--- src/rtl/instr_fetch_unit.sv ---
// -----------------------------------------------------------------------------
// instr_fetch_unit
//   Fetch stage of the multi-cycle RV32I core. Owns the PC and the instruction
//   register, runs a req/ack handshake with instruction memory and holds
//   instr_code stable for the control FSM. Misaligned PCs, bus errors and
//   memory timeouts are reported through a sticky fetch fault.
//
// Ports
//   clk          in   1   system clock, rising edge
//   reset        in   1   asynchronous reset, active-low
//   fetch_en     in   1   start a fetch at the current PC
//   pc_we        in   1   load pc_next into PC at the next edge
//   pc_next      in   32  next PC from the datapath
//   imem_req     out  1   instruction read request (registered)
//   imem_addr    out  32  read address, held while imem_req=1
//   imem_ack     in   1   memory returned data this cycle
//   imem_rdata   in   32  instruction word, valid with imem_ack
//   imem_err     in   1   bus error, qualified by imem_ack
//   pc           out  32  current PC
//   instr_code   out  32  instruction register contents
//   fetch_busy   out  1   fetch in progress (any state except IDLE)
//   fetch_done   out  1   one-cycle pulse: IR updated (valid or fault)
//   fetch_fault  out  1   sticky fault flag
//   fault_cause  out  2   00 none, 01 misaligned, 10 bus error, 11 timeout
// -----------------------------------------------------------------------------
module instr_fetch_unit #(
   parameter logic [31:0] RESET_PC    = 32'h0000_0000,
   parameter int          TIMEOUT_CYC = 15,
   parameter logic [31:0] NOP_INSTR   = 32'h0000_0013
) (
   input  logic        clk,
   input  logic        reset,
   input  logic        fetch_en,
   input  logic        pc_we,
   input  logic [31:0] pc_next,
   output logic        imem_req,
   output logic [31:0] imem_addr,
   input  logic        imem_ack,
   input  logic [31:0] imem_rdata,
   input  logic        imem_err,
   output logic [31:0] pc,
   output logic [31:0] instr_code,
   output logic        fetch_busy,
   output logic        fetch_done,
   output logic        fetch_fault,
   output logic [1:0]  fault_cause
);

   typedef enum logic [1:0] {
      IDLE = 2'b00,
      REQ  = 2'b01,
      DONE = 2'b10
   } state_t;

   typedef enum logic [1:0] {
      CAUSE_NONE     = 2'b00,
      CAUSE_MISALIGN = 2'b01,
      CAUSE_BUS_ERR  = 2'b10,
      CAUSE_TIMEOUT  = 2'b11
   } cause_t;

   // Last wait cycle before a timeout fires; count starts at 0 on entry to REQ.
   localparam logic [7:0] CNT_LAST = 8'(TIMEOUT_CYC - 1);

   state_t      state_q, state_d;
   cause_t      cause_q, cause_d;
   logic [31:0] pc_q, pc_d;
   logic [31:0] ir_q, ir_d;
   logic [31:0] addr_q, addr_d;
   logic [7:0]  cnt_q, cnt_d;

   // NOTE: every variable gets a hold value before the case statement so no
   // path through the block leaves it unassigned, which would infer a latch.
   always_comb begin
      state_d = state_q;
      cause_d = cause_q;
      pc_d    = pc_we ? pc_next : pc_q;
      ir_d    = ir_q;
      addr_d  = addr_q;
      cnt_d   = cnt_q;

      unique case (state_q)
         IDLE: begin
            if (fetch_en) begin
               if (pc_q[1:0] != 2'b00) begin
                  // Misaligned: no request, fault straight to DONE.
                  state_d = DONE;
                  ir_d    = NOP_INSTR;
                  cause_d = CAUSE_MISALIGN;
               end else begin
                  // Latch the old PC even if pc_we loads a new one this edge.
                  state_d = REQ;
                  addr_d  = pc_q;
                  cause_d = CAUSE_NONE;
                  cnt_d   = 8'd0;
               end
            end
         end
         REQ: begin
            if (imem_ack) begin
               state_d = DONE;
               if (imem_err) begin
                  ir_d    = NOP_INSTR;
                  cause_d = CAUSE_BUS_ERR;
               end else begin
                  ir_d    = imem_rdata;
               end
            end else if (cnt_q == CNT_LAST) begin
               state_d = DONE;
               ir_d    = NOP_INSTR;
               cause_d = CAUSE_TIMEOUT;
            end else if (cnt_q != 8'hFF) begin
               cnt_d   = cnt_q + 8'd1;
            end
         end
         DONE: begin
            state_d = IDLE;
         end
         default: begin
            state_d = IDLE;
         end
      endcase
   end

   // NOTE: sequential state uses non-blocking assignments so every flop
   // samples its _d value from before the edge, independent of block order.
   always_ff @(posedge clk or negedge reset) begin
      if (!reset) begin
         state_q <= IDLE;
         cause_q <= CAUSE_NONE;
         pc_q    <= RESET_PC;
         ir_q    <= NOP_INSTR;
         addr_q  <= 32'h0000_0000;
         cnt_q   <= 8'd0;
      end else begin
         state_q <= state_d;
         cause_q <= cause_d;
         pc_q    <= pc_d;
         ir_q    <= ir_d;
         addr_q  <= addr_d;
         cnt_q   <= cnt_d;
      end
   end

   // All outputs decode registered state only, so imem_req has no
   // combinational path from any input and drops the instant reset asserts.
   assign imem_req    = (state_q == REQ);
   assign imem_addr   = addr_q;
   assign pc          = pc_q;
   assign instr_code  = ir_q;
   assign fetch_busy  = (state_q != IDLE);
   assign fetch_done  = (state_q == DONE);
   assign fault_cause = cause_q;
   assign fetch_fault = (cause_q != CAUSE_NONE);

endmodule
--- config.mk ---
export PLATFORM = sky130hd
export DESIGN_NAME = instr_fetch_unit
export DESIGN_NICKNAME = d
export VERILOG_FILES = /design/src/rtl/instr_fetch_unit.sv
export SDC_FILE = /design/constraint.sdc
export NUM_CORES = 1
export LEC_CHECK = 0
export ABC_AREA = 1
export CORE_MARGIN = 2
export CORE_UTILIZATION = 39
export CTS_CLUSTER_DIAMETER = 40
export DETAILED_ROUTE_END_ITERATION = 8
export GPL_ROUTABILITY_DRIVEN = 0
export GPL_TIMING_DRIVEN = 0
export MAX_ROUTING_LAYER = met4
export PLACE_DENSITY = 0.73
export SYNTH_ARGS = -nofsm -noshare
export SYNTH_HDL_FRONTEND = slang
export SYNTH_SLANG_ARGS = --single-unit
--- constraint.sdc ---
create_clock -name clk -period 1.45 [get_ports clk]
set_clock_uncertainty 0.1 [all_clocks]
set_input_delay 0.145 -clock clk [delete_from_list [all_inputs] [get_ports clk]]
set_output_delay 0.145 -clock clk [all_outputs]
set_load 0.005 [all_outputs]
# Word-level counts from Yosys, hierarchy flattened
# Index checks and enable logic that the tools add are counted.
# word_totals
reg_bits	108
latch_bits	0
mem_bits_rw	0
romBits	0
out_inout_bits	102
wordCells	53
memories	0
# classes
add_sub_neg	1
mul	0
div_mod_pow	0
n_lt_le_gt_ge	0
n_eq_ne	12
n_shift	0
muxes	23
bitwise_logic	1
reduce_logical	10
# ops
cell	n
$mux W32	5
$pmux W32 S2	1
$mux W8	5
$mux W2	8
$pmux W8 S2	1
$ne A2 B2 Y1 const B	5
$add A8 B1 Y8 const B	1
$eq A8 B4 Y1 const B	1
$ne A8 B8 Y1 const B	1
$pmux W2 S2	2
$reduce_and A4 Y1	2
$reduce_bool A2 Y1	4
$reduce_and A6 Y1	1
$ne A3 B1 Y1 const B	1
$ne A3 B2 Y1 const B	1
$reduce_and A3 Y1	1
$eq A2 B1 Y1 const B	1
$eq A2 B2 Y1 const B	1
$logic_not A2 Y1	1
$ne A2 B1 Y1 const B	1
$reduce_and A2 Y1	1
$mux W1	1
$not A1 Y1	1

# Depth between registers and ports, before layout
# Gate-level depths: netlist of run 1.
# depth
ltp_word	5
depth_mapped	10
ltp_nobuf	10

# Worst setup path before layout of run 1
# Ideal clock, no wire load.
# synth_timing
path_kind	register to register
from	register cnt_q[0]
to	register ir_q[10], in the netlist instr_code[10]
setup_time_ps	116
t_arrival_ps	1258
path_slack_ps	-25
stages_incl_launch_ff	11
path_buffers	1
period_less_slack_ps	1475
cell_sequence	dfrtp_1 > inv_1 > ha_1 > nand2_1 > nor2_1 > nand2_1 > nand3_2 > nand3_4 > buf_6 > nand2_1 > nand2_1
# synth_via
elab_chain_len	3
# synth_rtl
element	line	rtl
from (decl)	70	logic [7:0] cnt_q, cnt_d;
from (signal assigned)	141	cnt_q <= cnt_d;
$eq A8 B4 Y1	108	end else if (cnt_q == CNT_LAST) begin
$ne A3 B1 Y1 (no line)	n/a	
$reduce_and A4 Y1 (no line)	n/a	
to (signal assigned)	139	ir_q <= ir_d;
to (decl)	68	logic [31:0] ir_q, ir_d;
# Every way passes these cells.
# A chain may end at the register's enable or synchronous reset.

# Final worst setup path of run 1
# layout_timing
from	register cnt_q[0]
to	register cnt_q[7]
# layout_via
elab_chain_len	5
elab_cells_between_ends	10
cone_classes	add/sub (1); eq/ne (4); mux (4); reduce/logical (1)
# layout_rtl
element	line	rtl
$add A8 B1 Y8	113	cnt_d = cnt_q + 8'd1;
$mux W8	112	end else if (cnt_q != 8'hFF) begin
$mux W8	108	
$mux W8	100	if (imem_ack) begin
$pmux W8 S2	82	unique case (state_q)
# Several ways; a longest one is shown, not always the timed one. The select of a mux whose other input is x is not followed.

==> flow_summary.toml, run 1 <==
[timing]
maxSlewViolCount = 0
rsz0062_at_grt = "yes"
finalSetupViolations = 74
setup_slack_ns = -0.156
slew-limit-headroom = 0.644
hold_viol_final = 0
fin_worst_hold_slack_ns = 0.227
finalCritPeriodShare = 1.11
fmaxAchievable_mhz = 623
post-route-min-period_ns = 1.61
tightest_slew_ns = 0.534

[logic_synthesis]
synth_area_per_cell_um2 = 8.88
yosysSeqAreaShare = 0.614
yosysTopAreaCell = "dfrtp_1"
syn_inst = 496
synth_warnings = 0
synthTopCellsByArea = "dfrtp_1 60%, nand2_1 17%, o21ai_0 6.9%, inv_1 4.0%, dfstp_2 1.8%"
synth_fp_nets = 568
ys_ff_latch = 108
syn-cell-area_um2 = 4400
synthDistinctLibCells = 26
synth_top_area_frac = 0.597

[clock_tree]
cts_root_buf = "clkbuf_16"
cts_tree = "built"
htree_levels = 3
cts.sinks = 108
cts.clk_slew.worst_paths_ns = 0.08
clockBufferDepth = 2
clk_latency_ns = 0.35
cts_buffers = 9

[die]
start_util = 0.403
rows = 38
die_area_um2 = 12200
pin_count = 172
fp.dieW_um = 110
die_height_um = 110
coreArea_um2 = 10900

[routing]
drc = 0
initialDrtViolationCount = 175
wl_per_cell_um = 14.7
vias = 4072
postRouteAntennaNets = 0
firstDrtPassIters = 4
wirelength_um = 12700
viasPerCell = 4.72

[global_routing]
antenna_found_initial = 0
grt_overflow = 0
grt_use_total = 0.212
grt_max_degree = 71
grt_pass1_vias = 4014
grt_pass1_wl_um = 19300

[layout]
multiInputGateArea_um2 = 1710
layout.area.seq_um2 = 2710
drive_above_1_share = 0.217
final_cells = 862
syn2layout_area_growth_pct = 65.9
design_area_um2 = 7310
diodes = 0
nNetsFinal = 789
fill_cells = 886

[pwr]
clockPowerShare = 0.256
combPwrFrac = 0.306
vdd_drop_max_uv = 733
leakage_uw = 0.00395
seqPwrFrac = 0.438
p_int_uw = 6390
switchingPower_uw = 2820
swShare = 0.306
power_density_nw_per_um2 = 1260

[run_status]
violations = "setup timing"
status = "finished, violations left"

[setup_path]
worst_ep_arrival_time_ns = 1.74
cp_max_fo = 8
worstSetupPathType = "reg -> reg"
end_kind = "flip-flop"
worstPathRequired_ns = 1.59
start_kind = "flip-flop"

[place]
io_buffers = 170
dp.final_hpwl_um = 8510
dp.cells = 807
pre_cts_ws_ns = -0.179
placed_area_um2 = 6320

[job]
cap_violations = 0

[hold_path]
hp-class = "in -> async"
## flip-flops by register name (all words and copies together) (netlist names)
register / cells
imem_addr: 32
instr_code: 32
pc: 32
cnt_q: 8
fault_cause: 2
state_q: 2
## power by group through the flow
| stage | clock, uW | combinational (uW) | sequential [uW] |
|---|---|---|---|
| after detailed placement | 0 | 2550 | 4000 |
| final | 2360 | 2810 | 4030 |
| after CTS | 2400 | 2370 | 3930 |
| after floorplan | 0 | 762 | 4030 |
| after global routing | 2540 | 3100 | 4100 |
| after global placement | 0 | 2500 | 3980 |
## worst max-delay path, cell delays in order, from the launching register on
cell,delay [ns]
dfrtp_1,0.39
buf_4,0.14
buf_6,0.11
ha_4,0.16
nand2_4,0.07
nor2_4,0.04
nand2_2,0.06
nand2_2,0.08
nand2_4,0.13
nand2_8,0.10
nand2_1,0.07
nand2_1,0.05
## worst paths after layout
| path | start | to | slack [ns] | depth (start not counted) |
|---|---|---|---|---|
| max | cnt_q[0] | cnt_q[7] | -0.16 | 11 |
| min | reset | imem_addr[13] | 0.23 | 2 |
| max reg2reg | cnt_q[0] | cnt_q[7] | -0.16 | 11 |
| min reg2reg | instr_code[0] | instr_code[0] | 0.36 | 2 |
| max in group asynchronous | reset | state_q[1] | 0.29 | 3 |
| min in group clk | imem_rdata[16] | instr_code[16] | 0.23 | 3 |
## layout by cell type (no fill, tap or decap), drive strengths merged
cell type,instances
ha,2
mux2,2
dlygate4sd2,88
dfrtp,105
clkinvlp,3
clkbuf,22
nor3b,3
clkdlybuf4s50,68
nor2,20
a21oi,2
inv,50
buf,50
dlymetal6s2s,9
clkinv,4
nand4,4
or2,1
nand2,208
clkdlybuf4s15,1
o21ai,62
nand3,14
dlygate4sd3,1
dfstp,3
## stage by stage
step	setup TNS, ns	total power, uW	utilization
after floorplan	-0.162	4790	-
after global placement	-427.07	6470	0.575
after detailed placement	-10.27	6550	0.578
after CTS	-3.76	8700	0.617
after global routing	-13.52	9750	0.668
final	-6.15	9210	0.668
## Yosys cell counts
| cell | number |
|---|---|
| clkbuf_2 | 2 |
| clkbuf_1 | 7 |
| nand3_4 | 1 |
| inv_2 | 4 |
| a21oi_1 | 2 |
| nor2_4 | 1 |
| buf_6 | 3 |
| nand3_1 | 12 |
| nor3b_1 | 3 |
| o21ai_1 | 1 |
| mux2_2 | 2 |
| or2_2 | 1 |
| buf_2 | 6 |
| o21ai_0 | 61 |
| buf_4 | 1 |
| dfrtp_1 | 105 |
| ha_1 | 2 |
| nor2_1 | 17 |
| nand2_1 | 205 |
| nand3_2 | 1 |
| nor2_2 | 1 |
| dfstp_2 | 3 |
| nand2_2 | 3 |
| inv_1 | 47 |
| nand4_1 | 4 |
| nor2_8 | 1 |
## layout make-up
class	count	share of cell area
tap	140	0.0240
timing repair buffer	210	0.279
inverter	51	0.0293
clock inverter	6	0.00616
clock buffer	10	0.0327
sequential	108	0.370
buffer	19	0.0241
multi-input combinational	318	0.234
## routing by layer
metal  track usage  wire length, um
met5             -                0
met4        0.0634              221
met3        0.0723             1050
met2         0.348             6370
met1         0.247             5070
## logic make-up after synthesis
family          synth area share
compound gates            0.0727
simple gates               0.234
mux                      0.00511
buf+inv                   0.0679
fa+ha+maj                0.00568
flops                      0.614
## repair_timing
item / CTS / global route
hold buffers: 1 / 0
setup endpoints to repair: 168 / 86
cloned: 1 / 3
pin swaps: 8 / 12
hold endpoints to repair: 35 / 0
buffers inserted: 20 / 15
resized for setup: 138 / 136
Note: power is estimated with default switching activity, not from simulation.
==> run 2, diff against run 1 <==
--- a/config.mk
+++ b/config.mk
@@ -6,9 +6,10 @@
 export NUM_CORES = 1
 export LEC_CHECK = 0
 export ABC_AREA = 1
+export ABC_CLOCK_PERIOD_IN_PS = 1450
 export CORE_MARGIN = 2
 export CORE_UTILIZATION = 39
-export CTS_CLUSTER_DIAMETER = 40
+export CTS_CLUSTER_DIAMETER = 50
 export DETAILED_ROUTE_END_ITERATION = 8
 export GPL_ROUTABILITY_DRIVEN = 0
 export GPL_TIMING_DRIVEN = 0
==> results of run 2 <==
Same layout as run 1: the final DEF is identical, and so are final timing and power.
